### src/rtl/sakebi_xmii_rx_if.sv
// AXI-Stream byte channel carrying received frame bytes to the packet parser.
interface sakebi_xmii_rx_if;
   logic       TVALID;
   logic       TREADY;
   logic [7:0] TDATA;
   logic       TLAST;
   logic       TUSER;

   modport master (output TVALID, TDATA, TLAST, TUSER, input TREADY);
   modport slave  (input TVALID, TDATA, TLAST, TUSER, output TREADY);
endinterface

### src/rtl/sakebi_xmii_rx.sv
// MII/RMII frame receiver: preamble/SFD detect, LSB-first byte assembly, staged push into an
// output FIFO with TLAST/TUSER marking, overflow handling and a saturating drop counter.
module sakebi_xmii_rx #(
   parameter int DW         = 2,
   parameter int FIFO_DEPTH = 16,
   parameter int MAX_LEN    = 1522
) (
   input  logic                  i_axis_ACLK,
   input  logic                  i_axis_ARESET,
   input  logic                  i_xmii_CRS_DV,
   input  logic [DW-1:0]         i_xmii_RXD,
   input  logic                  i_xmii_RX_ER,
   input  logic                  i_slow,
   sakebi_xmii_rx_if.master      m_axis,
   output logic [15:0]           o_drop_cnt
);
   localparam int SPB = 8 / DW;
   localparam int AW  = $clog2(FIFO_DEPTH);
   localparam logic [DW-1:0] PRE_SYM = DW'(DW == 2 ? 4'b0001 : 4'b0101);
   localparam logic [DW-1:0] SFD_SYM = DW'(DW == 2 ? 4'b0011 : 4'b1101);

   typedef enum logic [2:0] {S_IDLE, S_PRE, S_DATA, S_END, S_DROP} state_e;

   state_e          state_q, state_d;
   logic [3:0]      div_q, div_d, div_eff;
   logic            crs_prev_q;
   logic [7:0]      sh_q, sh_d, stage_q, stage_d, new_byte;
   logic            stage_vld_q, stage_vld_d, err_q, err_d, pushed_any_q, pushed_any_d;
   logic            term_q, term_d, low_seen_q, low_seen_d;
   logic [1:0]      sym_cnt_q, sym_cnt_d;
   logic [15:0]     byte_cnt_q, byte_cnt_d, drop_cnt_q, drop_cnt_d;
   logic [AW-1:0]   wr_q, wr_d, rd_q, rd_d;
   logic [AW:0]     cnt_q, cnt_d;
   logic [9:0]      mem_q [FIFO_DEPTH];
   logic [9:0]      push_data, rd_word;
   logic            crs, strobe, byte_done, push, fifo_we, pop, full, can_push, ovf;
   logic            tvalid, drop_done, drop_inc;

   assign crs       = i_xmii_CRS_DV;
   // A carrier rising edge realigns the 10 Mb/s divider so the first symbol is sampled at once.
   assign div_eff   = (crs & ~crs_prev_q) ? 4'd0 : div_q;
   assign strobe    = ~i_slow | (div_eff == 4'd0);
   assign div_d     = (div_eff == 4'd9) ? 4'd0 : div_eff + 4'd1;
   assign new_byte  = {i_xmii_RXD, sh_q[7:DW]};
   assign byte_done = (state_q == S_DATA) & strobe & crs & (sym_cnt_q == 2'(SPB - 1));

   assign tvalid    = (cnt_q != '0);
   assign full      = (cnt_q == (AW+1)'(FIFO_DEPTH));
   assign pop       = tvalid & m_axis.TREADY;
   assign can_push  = ~full | pop;
   assign fifo_we   = push & can_push;
   assign ovf       = push & ~can_push;
   assign drop_done = (state_q == S_DROP) & (low_seen_q | (strobe & ~crs)) & (~term_q | can_push);

   always_ff @(posedge i_axis_ACLK) begin
      if (i_axis_ARESET) begin
         state_q      <= S_IDLE;
         div_q        <= '0;
         crs_prev_q   <= 1'b0;
         sh_q         <= '0;
         stage_q      <= '0;
         stage_vld_q  <= 1'b0;
         err_q        <= 1'b0;
         pushed_any_q <= 1'b0;
         term_q       <= 1'b0;
         low_seen_q   <= 1'b0;
         sym_cnt_q    <= '0;
         byte_cnt_q   <= '0;
         drop_cnt_q   <= '0;
         wr_q         <= '0;
         rd_q         <= '0;
         cnt_q        <= '0;
      end else begin
         state_q      <= state_d;
         div_q        <= div_d;
         crs_prev_q   <= crs;
         sh_q         <= sh_d;
         stage_q      <= stage_d;
         stage_vld_q  <= stage_vld_d;
         err_q        <= err_d;
         pushed_any_q <= pushed_any_d;
         term_q       <= term_d;
         low_seen_q   <= low_seen_d;
         sym_cnt_q    <= sym_cnt_d;
         byte_cnt_q   <= byte_cnt_d;
         drop_cnt_q   <= drop_cnt_d;
         wr_q         <= wr_d;
         rd_q         <= rd_d;
         cnt_q        <= cnt_d;
      end
   end

   always_ff @(posedge i_axis_ACLK) begin
      if (fifo_we) mem_q[wr_q] <= push_data;
   end

   always_comb begin
      state_d = state_q;
      case (state_q)
         S_IDLE: if (strobe && crs && i_xmii_RXD == PRE_SYM) state_d = S_PRE;
         S_PRE: if (strobe) begin
            if (!crs)                         state_d = S_IDLE;
            else if (i_xmii_RXD == SFD_SYM)   state_d = S_DATA;
            else if (i_xmii_RXD != PRE_SYM)   state_d = S_IDLE;
         end
         S_DATA: if (ovf) state_d = S_DROP;
                 else if (strobe && !crs) state_d = S_END;
         S_END:  state_d = (ovf && pushed_any_q) ? S_DROP : S_IDLE;
         S_DROP: if (drop_done) state_d = S_IDLE;
         default: state_d = S_IDLE;
      endcase
   end

   always_comb begin
      push      = 1'b0;
      push_data = '0;
      case (state_q)
         S_DATA: if (byte_done && byte_cnt_q < 16'(MAX_LEN) && stage_vld_q) begin
            push      = 1'b1;
            push_data = {2'b00, stage_q};
         end
         S_END: if (stage_vld_q) begin
            push      = 1'b1;
            push_data = {err_q, 1'b1, stage_q};
         end
         S_DROP: if (drop_done && term_q) begin
            push      = 1'b1;
            push_data = 10'h300;
         end
         default: ;
      endcase
   end

   always_comb begin
      sh_d         = sh_q;
      stage_d      = stage_q;
      stage_vld_d  = stage_vld_q;
      err_d        = err_q;
      pushed_any_d = pushed_any_q;
      term_d       = term_q;
      low_seen_d   = low_seen_q;
      sym_cnt_d    = sym_cnt_q;
      byte_cnt_d   = byte_cnt_q;
      drop_inc     = 1'b0;
      if (state_q == S_IDLE || state_q == S_PRE) begin
         sym_cnt_d    = '0;
         byte_cnt_d   = '0;
         stage_vld_d  = 1'b0;
         err_d        = 1'b0;
         pushed_any_d = 1'b0;
         term_d       = 1'b0;
         low_seen_d   = 1'b0;
      end
      if (state_q == S_DATA && strobe) begin
         if (crs) begin
            sh_d      = new_byte;
            sym_cnt_d = (sym_cnt_q == 2'(SPB - 1)) ? 2'd0 : sym_cnt_q + 2'd1;
            if (i_xmii_RX_ER) err_d = 1'b1;
            // Bytes past MAX_LEN are counted as an error but never staged.
            if (byte_done) begin
               if (byte_cnt_q < 16'(MAX_LEN)) begin
                  byte_cnt_d  = byte_cnt_q + 16'd1;
                  stage_d     = new_byte;
                  stage_vld_d = 1'b1;
               end else begin
                  err_d = 1'b1;
               end
            end
         end else if (sym_cnt_q != '0) begin
            err_d = 1'b1;
         end
      end
      if (fifo_we) pushed_any_d = 1'b1;
      // Nothing of the frame reached the FIFO yet: drop it without a terminator.
      if (ovf) begin
         if (pushed_any_q) begin
            term_d     = 1'b1;
            low_seen_d = (state_q == S_END);
         end else begin
            drop_inc = 1'b1;
         end
      end
      if (state_q == S_DROP && strobe && !crs) low_seen_d = 1'b1;
      if (state_q == S_DROP && fifo_we) drop_inc = 1'b1;
      drop_cnt_d = (drop_inc && drop_cnt_q != 16'hFFFF) ? drop_cnt_q + 16'd1 : drop_cnt_q;
   end

   always_comb begin
      wr_d  = wr_q + AW'(fifo_we);
      rd_d  = rd_q + AW'(pop);
      cnt_d = cnt_q + (AW+1)'(fifo_we) - (AW+1)'(pop);
   end

   assign rd_word       = mem_q[rd_q];
   assign m_axis.TVALID = tvalid;
   assign m_axis.TDATA  = tvalid ? rd_word[7:0] : 8'h00;
   assign m_axis.TLAST  = tvalid & rd_word[8];
   assign m_axis.TUSER  = tvalid & rd_word[9];
   assign o_drop_cnt    = drop_cnt_q;
endmodule

### src/flat_wrapper.sv
// flat-port wrapper written by rule: the top's interface ports become plain ports
module sakebi_xmii_rx_flat 
#(
   parameter int DW         = 2,
   parameter int FIFO_DEPTH = 16,
   parameter int MAX_LEN    = 1522
)
  (i_axis_ACLK, i_axis_ARESET, i_xmii_CRS_DV, i_xmii_RXD, i_xmii_RX_ER, i_slow, o_drop_cnt, m_axis_TVALID, m_axis_TDATA, m_axis_TLAST, m_axis_TUSER, m_axis_TREADY);
  sakebi_xmii_rx_if m_axis_i ();
  input  logic i_axis_ACLK;
  input  logic i_axis_ARESET;
  input  logic i_xmii_CRS_DV;
  input  logic [DW-1:0] i_xmii_RXD;
  input  logic i_xmii_RX_ER;
  input  logic i_slow;
  output logic [15:0] o_drop_cnt;
  output wire logic [$bits(m_axis_i.TVALID)-1:0] m_axis_TVALID;
  output wire logic [$bits(m_axis_i.TDATA)-1:0] m_axis_TDATA;
  output wire logic [$bits(m_axis_i.TLAST)-1:0] m_axis_TLAST;
  output wire logic [$bits(m_axis_i.TUSER)-1:0] m_axis_TUSER;
  input wire logic [$bits(m_axis_i.TREADY)-1:0] m_axis_TREADY;
  assign m_axis_TVALID = m_axis_i.TVALID;
  assign m_axis_TDATA = m_axis_i.TDATA;
  assign m_axis_TLAST = m_axis_i.TLAST;
  assign m_axis_TUSER = m_axis_i.TUSER;
  assign m_axis_i.TREADY = m_axis_TREADY;
  sakebi_xmii_rx #(.DW(DW), .FIFO_DEPTH(FIFO_DEPTH), .MAX_LEN(MAX_LEN)) u_core (.i_axis_ACLK(i_axis_ACLK), .i_axis_ARESET(i_axis_ARESET), .i_xmii_CRS_DV(i_xmii_CRS_DV), .i_xmii_RXD(i_xmii_RXD), .i_xmii_RX_ER(i_xmii_RX_ER), .i_slow(i_slow), .m_axis(m_axis_i), .o_drop_cnt(o_drop_cnt));
endmodule
### config.mk
export PLATFORM = sky130hd
export DESIGN_NAME = sakebi_xmii_rx_flat
export DESIGN_NICKNAME = d
export VERILOG_FILES = /design/src/rtl/sakebi_xmii_rx_if.sv /design/src/rtl/sakebi_xmii_rx.sv /design/src/flat_wrapper.sv
export SDC_FILE = /design/constraint.sdc
export NUM_CORES = 1
export LEC_CHECK = 0
export CORE_MARGIN = 4
export CORE_UTILIZATION = 44
export DETAILED_ROUTE_END_ITERATION = 7
export PLACE_DENSITY = 0.66
export RECOVER_POWER = 100
export REMOVE_ABC_BUFFERS = 1
export SYNTH_ARGS = -nofsm -noshare
export SYNTH_HDL_FRONTEND = slang
export SYNTH_SLANG_ARGS = --single-unit
### constraint.sdc
create_clock -name i_axis_ACLK -period 8.8 [get_ports i_axis_ACLK]
set_input_delay 1.32 -clock i_axis_ACLK [delete_from_list [all_inputs] [get_ports i_axis_ACLK]]
set_output_delay 1.32 -clock i_axis_ACLK [all_outputs]
set_load 0.005 [all_outputs]
; After elaboration in Yosys (flattened, before gate mapping)
; Memory sizes are Yosys's and may differ from the RTL's. A register that Yosys moved wholly into a read port is not among the register bits.
; Index checks and enable logic that the tools add are counted.
[op_classes]
addsub = 8
n_lt_le_gt_ge = 1
eq_ne = 16
muxes = 56
bitwise_logic = 22
n_reduce_logical = 23
[op_table]
columns = cell, n
row1 = $mux 16, 5
row2 = $add 16x1->16 const B, 2
row3 = $pmux 10 s3, 1
row4 = $mux 1, 29
row5 = $mux 3, 9
row6 = $mux 10, 2
row7 = $lt 16x11->1 const B, 1
row8 = $mux 8, 2
row9 = $ne 16x16->1 const B, 1
row10 = $pmux 3 s5, 1
row11 = $and 1x1->1, 12
row12 = $logic_and 1x1->1, 12
row13 = $add 4x1->4, 2
row14 = $mux 2, 4
row15 = $mux 4, 2
row16 = $ne 2x1->1 const B, 4
row17 = $eq 3x2->1 const B, 2
row18 = $not 1->1, 6
row19 = $add 5x1->5, 1
row20 = $eq 5x5->1 const B, 1
row21 = $reduce_and 5->1, 1
row22 = $reduce_bool 5->1, 1
row23 = $sub 5x1->5, 1
row24 = $add 4x1->4 const B, 1
row25 = 18 further kinds, 23
[totals]
ff_bits = 76
ram_bits = 160
inputBits = 8
output_inout_bits = 27
word_cells = 143
n_memories = 1
[memory_table]
columns = memory, depth, width, read_ports, rd_clocked_by_memory_dff, write_ports, line
row1 = u_core.mem_q, 16, 10, 1, 1, 1, sakebi_xmii_rx.sv:34  ; logic [9:0] mem_q [FIFO_DEPTH];

; Longest topological paths before layout
; Gate-level depths: netlist of run 1.
[logic_depth]
word_depth = 16
depth_mapped = 15
depth_no_buf = 14

; Least setup slack after synthesis of run 1
; Ideal clock, no wire load.
[synth_timing]
path_type = input -> register
start = in i_xmii_CRS_DV
end = mem u_core.mem_q[2][0], enable pin
setup_time_ns = 0.390
t_arrival_ns = 3.964
required_time_ns = 8.410
setup_slack_ns = 4.447
cell_stages = 11
n_path_buf = 1
cell_sequence = buf_4 -> nand2b_1 -> and2_1 -> inv_1 -> ha_1 -> o21ai_1 -> a211oi_4 -> a31oi_1 -> a21oi_1 -> nand3b_1 -> nor3_1
[synth_between]
elab_chain_len = 14
elab_cells_between_ends = 21
cone_classes = 6 x mux / 11 x bitwise / 4 x reduce/logical
[synth_rtl]
columns = element, line
row1 = from (decl), flat_wrapper.sv:12  ; input logic i_xmii_CRS_DV;
row2 = $and 1x1->1, sakebi_xmii_rx.sv:41  ; assign div_eff = (crs & ~crs_prev_q) ? 4'd0 : div_q;
row3 = $mux 4, sakebi_xmii_rx.sv:41
row4 = $logic_not 4->1, sakebi_xmii_rx.sv:42  ; assign strobe = ~i_slow | (div_eff == 4'd0);
row5 = $or 1x1->1, sakebi_xmii_rx.sv:42
row6 = "$and 1x1->1, on equally long branches", "sakebi_xmii_rx.sv:53, sakebi_xmii_rx.sv:45"
row7 = $or 1x1->1 / $and 1x1->1 (equally long branches), "sakebi_xmii_rx.sv:53, sakebi_xmii_rx.sv:45"
row8 = "$and 1x1->1, on equally long branches", "sakebi_xmii_rx.sv:53, sakebi_xmii_rx.sv:45"
row9 = $and 1x1->1 / $logic_and 1x1->1 (equally long branches), "sakebi_xmii_rx.sv:53, sakebi_xmii_rx.sv:118"
row10 = "$logic_and 1x1->1, on equally long branches", "sakebi_xmii_rx.sv:126, sakebi_xmii_rx.sv:118"
row11 = "$mux 1, on equally long branches", "sakebi_xmii_rx.sv:126, sakebi_xmii_rx.sv:118"
row12 = $pmux 1 s3 *, sakebi_xmii_rx.sv:117  ; case (state_q)
row13 = $and 1x1->1 *, sakebi_xmii_rx.sv:51  ; assign fifo_we = push & can_push;
row14 = named net u_core.fifo_we, sakebi_xmii_rx.sv:36  ; logic crs, strobe, byte_done, push, fifo_we, pop, full, can_push, ovf;
row15 = $mux 1 *, sakebi_xmii_rx.sv:94  ; if (fifo_we) mem_q[wr_q] <= push_data;
row16 = $mux 1 (not written as such) *, sakebi_xmii_rx.sv:94
row17 = to (decl), sakebi_xmii_rx.sv:34
; Mark *: on every way through the listed nets, which the timed path passes. The rest lies on a longest branch.

==> out/metrics.cfg, run 1 <==
[floorplanning]
initial_utilization=0.447
die_x_um=157
pin_count=35
die_area_mm2=0.0245
core_area_mm2=0.0218
rows=54
die_h_um=157

[global_routing]
grt_max_degree=61
grtUsageTotal=0.163
grt_pass1_vias=5496
grt_pass1_wl_um=31100
antenna_found_initial=0
overflow=0

[power_and_ir_drop]
p_leak_uw=0.00337
p_per_area_mw_per_mm2=232
p_comb_frac=0.167
irDropWorstVdd_mv=0.141
clockPowerShare=0.371
swShare=0.239
pwr-share-seq=0.462
p_sw_uw=613
internal_power_uw=1950

[sta]
clock.fmax_ghz=0.153
finalHoldViolCount=0
finalSetupTns_ns=0
worst_slew_pin_slew_ns=3.35
finalMaxSlewViolations=103
period_share=0.744
final-setup-viol-count=0
fin_crit_ns=6.55
slew-limit-headroom=-1.24
setup_slack_ns=2.25
rsz0062_at_grt=no
skew_ns=0.0276

[yosys]
netlist_area_mm2=0.00973
synth_edf_count=160
synth_cell_types=60
synth_top_family_by_area=simple AND/OR/NAND/NOR gates
synthCells=677
synthSimpleGateAreaFrac=0.124
yosysSeqAreaShare=0.646
yosys-mux-area-fraction=0.122
ys.flop_type=edfxtp_1
synth_xor_area_frac=0.0207
synthAdderAreaFrac=0.0239
ys_warn_count=0
ys_ff_latch=234
async_reset_ff_frac=0
synth_compound_area_frac=0.0432
avgSynthCellArea_um2=14.4

[clock_network]
numCtsBuffers=24
htree_num_levels=1
clkLatencyLatePin_ns=0.52
clockBufferDepth=3
post_cts_resized=0
cts-root-buf=clkbuf_16
cts_tree=yes
postCtsSetupRepairBufs=0
cts_hold_buffers=0
clock-sinks=234
clkTransAtPathRegs_ns=0.06

[critical_path]
crit_path_max_fanout=41
crit_type=reg -> out
critPathCaptureType=primary output
cp.arrival_ns=5.23
setup.worst_path.start_class=flop
crit_required_ns=7.48

[route]
drc=0
wl_um=19700
vias=5507
detail_route.first_pass.iterations=5
post_drt_wl_per_cell_um=19.5
drt_iter0_markers=315
vias_per_cell=5.44
drtAntennaViolNets=0

[finish]
fillers=1801
fin_nets=742
drive_gt1_frac=0.136
final_cells=1013
antenna_cells=0
synthToLayoutAreaGrowth_pct=13.5

[hold_path]
hold_path_class=reg -> reg

[place]
port_buffers=34
place_inst=970
place_congestion=0.848
dpl_worst_slack_ns=3.16
place_hpwl_um=13100

[run_status]
violations=capacitance limit, slew limit
outcome=finished, violations left

[run]
max-cap-violations=2

-- critical path: stages (launching register included) --
cell and delay (ns):
dfxtp_2 0.31, clkbuf_1 2.35, mux4_2 0.80, mux4_2 0.48, nor2b_1 0.14, dlygate4sd3_1 0.60
-- area by class of cell --
class / instances / area (um^2) / share of cell area
Clock buffer: 30 / 643 / 0.0583
Sequential cell: 234 / 6290 / 0.569
Inverter: 14 / 52.6 / 0.00476
Tap cell: 280 / 350 / 0.0317
Multi-Input combinational cell: 399 / 3230 / 0.293
Timing Repair Buffer: 43 / 373 / 0.0338
Clock inverter: 13 / 100 / 0.00907
-- power groups by stage --
stage	Combinational (uW)	Sequential (uW)	Clock [uW]
floorplan	242	1260	0
global placement	427	1210	0
detailed placement	441	1210	0
CTS	444	1190	971
global route	479	1190	1020
finish	428	1190	952
-- cell usage after synthesis (all sizes together), types with 3 or more instances --
| cell | number | area [um^2] |
|---|---|---|
| and2 | 9 | 58.8 |
| buf | 12 | 70.1 |
| or4 | 4 | 30.0 |
| nand2 | 61 | 229 |
| nand4 | 11 | 83.8 |
| nor4 | 8 | 56.3 |
| nor2b | 21 | 131 |
| and2b | 8 | 61.3 |
| mux4 | 50 | 1130 |
| o21ai | 6 | 30.0 |
| nor2 | 61 | 229 |
| inv | 14 | 52.6 |
| nand3 | 15 | 75.1 |
| mux2i | 4 | 40.0 |
| or3 | 6 | 37.5 |
| dfxtp | 74 | 1480 |
| edfxtp | 160 | 4800 |
| a21oi | 36 | 180 |
| nand2b | 6 | 45.0 |
| a22oi | 3 | 22.5 |
| or2 | 5 | 31.3 |
| nand3b | 4 | 30.0 |
| o31ai | 4 | 30.0 |
| nor3 | 9 | 45.0 |
| xnor2 | 15 | 131 |
| clkbuf | 18 | 67.6 |
| xor2 | 8 | 70.1 |
| ha | 17 | 213 |
-- through the flow --
stage,utilization,area (um^2),hold WS (ns),power (uW)
floorplan,-,9590,0.426,1500
global placement,0.475,10300,0.442,1640
detailed placement,0.475,10300,0.446,1650
CTS,0.510,11100,0.453,2600
global route,0.507,11000,0.484,2690
finish,0.507,11000,0.449,2570
-- routing by layer --
| metal | vias to the layer above | GRT usage | part of all wire |
|---|---|---|---|
| met1 | 2734 | 0.228 | 0.45 |
| met2 | 136 | 0.271 | 0.49 |
| met5 | - | 0 | 0 |
| met4 | 0 | 0.0355 | 0.018 |
| li1 | 2609 | - | - |
| met3 | 28 | 0.0257 | 0.046 |
-- registers in the layout, summed over array words and instances, names as in the netlist --
signal,count
u_core.byte_cnt_q,16
u_core.crs_prev_q,1
u_core.stage_vld_q,1
u_core.wr_q,4
u_core.mem_q,160
u_core.o_drop_cnt,16
u_core.state_q,3
u_core.err_q,1
u_core.cnt_q,5
u_core.stage_q,8
u_core.pushed_any_q,1
u_core.term_q,1
u_core.rd_q,4
u_core.sym_cnt_q,2
u_core.low_seen_q,1
u_core.sh_q,6
u_core.div_q,4
-- cell families (layout without fill, tap and decap cells) --
logic type / Yosys count / count (layout)
flops: 234 / 234
fa+ha+maj: 18 / 18
xor+xnor: 23 / 23
buf+inv: 44 / 100
simple gates: 235 / 235
mux: 56 / 56
compound gates: 67 / 67
-- cells in the final DEF, fill, tap and decap left out, drive strengths merged, types with 9 or more instances in the layout --
cell type	synthesis	routed
edfxtp	160	160
dlygate4sd3	0	20
inv	14	15
ha	17	17
nor2	61	61
nor2b	21	21
and2	9	9
nor3	9	9
clkbuf	18	38
a21oi	36	36
nand2	61	61
clkinv	0	11
xnor2	15	15
dfxtp	74	74
clkdlybuf4s50	0	13
nand4	11	11
mux4	50	50
nand3	15	15
-- final timing paths --
kind                      from                  to  slack [ns]  cells after the start
max             u_core.rd_q[0]     m_axis_TDATA[3]        2.25                      5
min          u_core.stage_q[5]   u_core.stage_q[5]        0.45                      2
max reg2reg  u_core.crs_prev_q  u_core.mem_q[7][1]        4.00                     10
min reg2reg  u_core.stage_q[5]   u_core.stage_q[5]        0.45                      2
Note: power is estimated with default switching activity, not from simulation.
==> run 2: changes to the inputs <==
--- a/config.mk
+++ b/config.mk
@@ -8,7 +8,7 @@
 export CORE_MARGIN = 4
 export CORE_UTILIZATION = 44
 export DETAILED_ROUTE_END_ITERATION = 7
-export PLACE_DENSITY = 0.66
+export PLACE_DENSITY = 0.68
 export RECOVER_POWER = 100
 export REMOVE_ABC_BUFFERS = 1
 export SYNTH_ARGS = -nofsm -noshare
==> constraint.sdc (replaced) <==
create_clock -name i_axis_ACLK -period 5.9 [get_ports i_axis_ACLK]
set_input_delay 0.885 -clock i_axis_ACLK [delete_from_list [all_inputs] [get_ports i_axis_ACLK]]
set_output_delay 0.885 -clock i_axis_ACLK [all_outputs]
set_load 0.005 [all_outputs]
==> run 2 against run 1 <==
Net effect:
- the flow still finishes with violations (capacitance limit, slew limit)
- clock power rose by 68%
- total power rose by 55%
- utilization rose by 0.56 points
- highest routed layer unchanged
- via count grew 2.8%
- combinational power rose by 32%
- design area is 1.1% higher
- final cell count increased by 0.59%
==> out/metrics.cfg, run 2 (synthesis gave the netlist of run 1 again) <==
[run_status]
outcome=finished, violations left
violations=capacitance limit, slew limit

[critical_path]
critPathCaptureType=primary output
crit_path_max_fanout=23  ; -44%
crit_type=reg -> out
setup.worst_path.start_class=flop
crit_required_ns=5.02  ; -2.46 ns
r2r_cells=10  ; unchanged
cp.arrival_ns=4.19  ; -1.04 ns

[sta]
clock.fmax_ghz=0.197
worst_slew_pin_slew_ns=1.63  ; -1.73 ns
finalMaxSlewViolations=40  ; -61%
finalSetupTns_ns=0  ; unchanged
final-setup-viol-count=0  ; unchanged
slew-limit-headroom=-0.0836  ; +1.15
fin_crit_ns=5.07
setup_slack_ns=0.830  ; -1.42 ns
rsz0062_at_grt=no
period_share=0.859
skew_ns=0.0274  ; -0.000200 ns
finalHoldViolCount=0  ; unchanged

[run]
max-cap-violations=1  ; -1

[floorplanning]
initial_utilization=0.447  ; unchanged
die_area_mm2=0.0245  ; unchanged
core_area_mm2=0.0218  ; unchanged
pin_count=35  ; unchanged
die_x_um=157  ; unchanged
die_h_um=157  ; unchanged
rows=54  ; unchanged

[finish]
antenna_cells=0  ; unchanged
fin_nets=747  ; +0.67%
final_common_cell=edfxtp_1
layout_common_cells=edfxtp_1 (160), dfxtp_1 (74), nor2_1 (61), nand2_1 (61), mux4_2 (50)
utilization=0.513  ; +0.00564
largest_reg_flops=160  ; unchanged
synthToLayoutAreaGrowth_pct=14.8
drive_gt1_frac=0.146  ; +0.00972
largest-register=u_core.mem_q
fillers=1802  ; +0.056%

[clock_network]
cts-root-buf=clkbuf_16
clkLatencyLatePin_ns=0.54  ; +0.02 ns
post_cts_resized=0  ; unchanged
clock-sinks=234  ; unchanged
cts_tree=yes
clkTransAtPathRegs_ns=0.06  ; about the same
postCtsSetupRepairBufs=0  ; unchanged
htree_num_levels=1  ; unchanged
cts_hold_buffers=0  ; unchanged
numCtsBuffers=25  ; +4.2%
clockBufferDepth=3  ; unchanged

[route]
drtAntennaViolNets=0  ; unchanged
wl_um=20600  ; +4.6%
vias_per_cell=5.56  ; +2.2%
drc=0  ; unchanged
drt_iter0_markers=353  ; +12%
detail_route.first_pass.iterations=4  ; -1
vias=5661  ; +2.8%
post_drt_wl_per_cell_um=20.3  ; +4.0%

[global_routing]
grt_max_degree=40  ; -34%
antenna_found_initial=0  ; unchanged
gr-usage-met2=0.299  ; +0.0274
overflow=0  ; unchanged
grt_busiest_layer=met2
grt_use_met3=0.0373  ; +0.0116
grt_pass1_wl_um=32900  ; +5.9%
grt_use_met1=0.226  ; -0.00129
grt_pass1_vias=5883  ; +7.0%
grtUsageTotal=0.173  ; +0.0103

[power_and_ir_drop]
p_leak_uw=0.00342  ; +1.5%
p_per_area_mw_per_mm2=357  ; +53%
irDropWorstVdd_mv=0.236  ; +67%

[hold_path]
hold_path_class=reg -> reg
hold_depth=2  ; unchanged

[place]
place_hpwl_um=13700  ; +4.5%
port_buffers=34  ; unchanged
place_congestion=0.835  ; -1.5%
dpl_worst_slack_ns=0.737  ; -2.42 ns

run 2: through the flow:
stage / total power [uW] / instance area [um^2] / cells / hold slack, ns
finish: 3980 / 11200 / 1019 / 0.458
global route: 4160 / 11200 / 1019 / 0.481
CTS: 4050 / 11200 / 1019 / 0.460
detailed placement: 2450 / 10400 / 974 / 0.450
global placement: 2430 / 10400 / 974 / 0.441
floorplan: 2240 / 9590 / 647 / 0.426
run 2: path summary, 6_finish.rpt:
kind / start / to / slack (ns)
max: u_core.rd_q[0] / m_axis_TDATA[3] / 0.83
min: u_core.stage_q[6] / u_core.stage_q[6] / 0.46
max reg2reg: u_core.crs_prev_q / u_core.mem_q[11][5] / 1.80
min reg2reg: u_core.stage_q[6] / u_core.stage_q[6] / 0.46
run 2: power breakdown:
part / total [uW] / leakage, uW / internal, uW / switching [uW]
clock network: 1600 / 0.000417 / 958 / 639
logic: 563 / 0.00118 / 325 / 238
registers: 1820 / 0.00182 / 1750 / 66.3
run 2: metal layers:
layer | vias up | routed length (um)
met5 | - | 0
met4 | 0 | 470
met2 | 176 | 10300
li1 | 2626 | -
met1 | 2829 | 8650
met3 | 30 | 1200
run 2: worst max-delay path: stages, from the launching register on:
cell and delay (ns):
dfxtp_1 1.26, buf_4 0.53, mux4_2 0.61, mux4_2 0.47, nor2b_1 0.14, dlygate4sd3_1 0.62
run 2: final cells by class:
class / count / area, um^2 / share of cell area
clock inverter: 9 / 115 / 0.0103
timing repair buffer: 47 / 390 / 0.0350
tap: 280 / 350 / 0.0314
clock buffer: 36 / 737 / 0.0660
inverter: 14 / 52.6 / 0.00471
sequential: 234 / 6290 / 0.563
multi-input combinational: 399 / 3230 / 0.290
==> run 3: changes to the inputs <==
--- a/config.mk
+++ b/config.mk
@@ -5,6 +5,7 @@
 export SDC_FILE = /design/constraint.sdc
 export NUM_CORES = 1
 export LEC_CHECK = 0
+export ABC_AREA = 1
 export CORE_MARGIN = 4
 export CORE_UTILIZATION = 44
 export DETAILED_ROUTE_END_ITERATION = 7
==> run 3 against run 2 <==
Net effect:
- the run now ends clean
- sequential cell count unchanged
- synthesized cell count up 44%
- non-clock buffer count up 3
- clock power decreased by 13%
- design area rose by 0.47%
- sequential power is 2% lower
- critical endpoint is now u_core.mem_q[2][1]
- highest routed layer unchanged
==> out/metrics.cfg, run 3 <==
[clock_network]
clock-sinks=234  ; unchanged
htree_num_levels=1  ; unchanged
cts_hold_buffers=0  ; unchanged
clockBufferDepth=3  ; unchanged
cts_tree=yes
postCtsSetupRepairBufs=0  ; unchanged
post_cts_resized=0  ; unchanged
numCtsBuffers=23  ; -8.0%
clkTransAtPathRegs_ns=0.06  ; about the same
clkLatencyLatePin_ns=0.51  ; -0.03 ns
cts-root-buf=clkbuf_16

[floorplanning]
initial_utilization=0.452  ; +0.00485
pin_count=35  ; unchanged
core_area_mm2=0.0220  ; +1.2%
die_x_um=158  ; +1.1%
die_h_um=158  ; +1.1%
die_area_mm2=0.0251  ; +2.2%
rows=54  ; unchanged

[global_routing]
grt_max_degree=82  ; +110%
grt_pass1_vias=6759  ; +15%
grt_pass1_wl_um=35600  ; +8.1%
antenna_found_initial=0  ; unchanged
overflow=0  ; unchanged
grtUsageTotal=0.178  ; +0.00457

[power_and_ir_drop]
clockPowerShare=0.346  ; -0.055
total_power_uw=4020  ; +0.99%
p_leak_uw=0.00410  ; +20%
irDropWorstVdd_mv=0.213  ; -9.5%
p_per_area_mw_per_mm2=358  ; +0.52%
swShare=0.284  ; +0.0469
p_comb_frac=0.211  ; +0.069
p_sw_uw=1140  ; +21%
pwr-share-seq=0.443  ; -0.014
internal_power_uw=2880  ; -5.2%

[yosys]
avgSynthCellArea_um2=10.2  ; -29%
synthCells=974  ; +44%
ys_ff_latch=234  ; unchanged
synth_cell_types=39  ; -35%
ys.flop_type=edfxtp_1
yosysSeqAreaShare=0.632  ; -0.0148
synth_edf_count=160  ; unchanged
synth_area_leaders=edfxtp_1 (48%), dfxtp_1 (15%), nor2_1 (6.3%), o21ai_0 (5.4%), nand2_1 (3.5%)
netlist_area_mm2=0.00995  ; +2.3%
ys_warn_count=0  ; unchanged
synthMostInstantiatedCell=nor2_1
synth_top_area_frac=0.483  ; -0.0113
async_reset_ff_frac=0  ; unchanged
synthTopCellsByCount=nor2_1 (167), edfxtp_1 (160), o21ai_0 (107)
yosys.area.top_type=edfxtp_1

[critical_path]
cp.arrival_ns=4.77  ; +0.58 ns
crit_required_ns=6.03  ; +1.01 ns
slowest_delay_ns=0.76  ; -0.50 ns
slowest_stage=nor2_1
path_common_cell=nand2_1
path_cells=dlygate4sd3_1 -> nand2_1 -> nand2_1 -> ha_1 -> nand2_1 -> nand2_1 -> nand2_2 -> nand2_1 -> nand3_1 -> nand2_1 -> nor2_1 -> nor2_2 -> nand3_1 -> nor2_1
crit_path_max_fanout=18  ; -22%
setup.worst_path.start_class=primary input
critPathCaptureType=flop
crit_type=in -> reg

[route]
post_drt_wl_per_cell_um=16.8  ; -17%
vias_per_cell=5.40  ; -2.8%
drtAntennaViolNets=0  ; unchanged
wl_um=21900  ; +6.1%
drc=0  ; unchanged
vias=7031  ; +24%
drt_iter0_markers=695  ; +97%
detail_route.first_pass.iterations=5  ; +1

[sta]
skew_ns=0.0239  ; -0.00353 ns
final-setup-viol-count=0  ; unchanged
slew-limit-headroom=0.136  ; +0.220
finalSetupTns_ns=0  ; unchanged
fin_crit_ns=4.64  ; -0.434 ns
setup_slack_ns=1.26  ; +0.434 ns
finalHoldViolCount=0  ; unchanged
rsz0062_at_grt=no
worst_slew_pin_slew_ns=1.29  ; -0.331 ns
finalMaxSlewViolations=0  ; -100%
clock.fmax_ghz=0.216  ; +9.4%
period_share=0.786  ; -0.0736

[hold_path]
hold_path_class=reg -> reg

[finish]
fin_nets=1031  ; +38%
final_common_cell=nor2_1
final_cells=1302  ; +28%
drive_gt1_frac=0.0470  ; -0.0992
layout_common_cells=nor2_1 (167), edfxtp_1 (160), o21ai_0 (107), nand2_1 (99), inv_1 (75)
largest-register=u_core.mem_q
synthToLayoutAreaGrowth_pct=12.7
largest_reg_flops=160  ; unchanged
antenna_cells=0  ; unchanged

[run]
max-cap-violations=0  ; -1

[place]
port_buffers=34  ; unchanged
dpl_worst_slack_ns=1.15  ; +0.414 ns
place_inst=1260  ; +29%
place_hpwl_um=14000  ; +2.6%
place_congestion=0.858  ; +2.8%

[run_status]
outcome=completed

==> run 3: cell families (layout without fill, tap and decap cells) <==
group                    count (synthesis)  after routing  share of synthesized area
XOR/XNOR                                17             17                     0.0150
buffers and inverters                  125            173                     0.0493
flip-flops                             234            234                      0.632
AND/OR/NAND/NOR                        359            359                      0.155
adder cells (fa/ha/maj)                 18             18                     0.0234
AO/OA/AOI/OAI                          221            221                      0.126
==> run 3: critical path, delay by kind of cell <==
family        cells  cell delay (ns)
fa+ha+maj         1             0.16
buf+inv           1             0.75
simple gates     12             2.95
==> run 3: final cells by class <==
class	instances	area (um^2)
Fill cell	1980	10800
Clock buffer	30	612
Multi-Input combinational cell	615	3140
Clock inverter	12	106
Inverter	81	304
Sequential cell	234	6290
Timing Repair Buffer	50	419
Tap cell	280	350
==> run 3: power groups by stage <==
| stage | clock network (uW) | registers [uW] | logic [uW] |
|---|---|---|---|
| 2_1_floorplan | 0 | 1860 | 516 |
| 3_3_place_gp | 0 | 1820 | 842 |
| 3_5_place_dp | 0 | 1820 | 862 |
| 4_1_cts | 1420 | 1780 | 869 |
| 5_1_grt | 1490 | 1780 | 965 |
| 6_report | 1390 | 1780 | 848 |
==> run 3: path summary, 6_finish.rpt <==
path         cells past startpoint  slack, ns               endpoint             startpoint
max                             14       1.26     u_core.mem_q[2][1]          i_xmii_CRS_DV
min                              2       0.44  u_core.byte_cnt_q[12]  u_core.byte_cnt_q[12]
max reg2reg                     14       2.16     u_core.mem_q[2][1]      u_core.crs_prev_q
min reg2reg                      2       0.44  u_core.byte_cnt_q[12]  u_core.byte_cnt_q[12]
==> run 3: metrics by stage <==
stage / util / hold WS [ns] / area (um^2)
global placement: 0.480 / 0.424 / 10600
CTS: 0.513 / 0.439 / 11300
finish: 0.509 / 0.435 / 11200
global route: 0.509 / 0.464 / 11200
detailed placement: 0.480 / 0.430 / 10600
floorplan: - / 0.416 / 9770
==> run 3: metal layers <==
layer | global-route usage | wire (um) | up-vias | share of wire
li1 | - | - | 3466 | -
met1 | 0.246 | 9850 | 3333 | 0.45
met2 | 0.287 | 10200 | 193 | 0.46
met3 | 0.0285 | 1170 | 39 | 0.054
met4 | 0.0593 | 707 | 0 | 0.032
met5 | 0 | 0 | - | 0
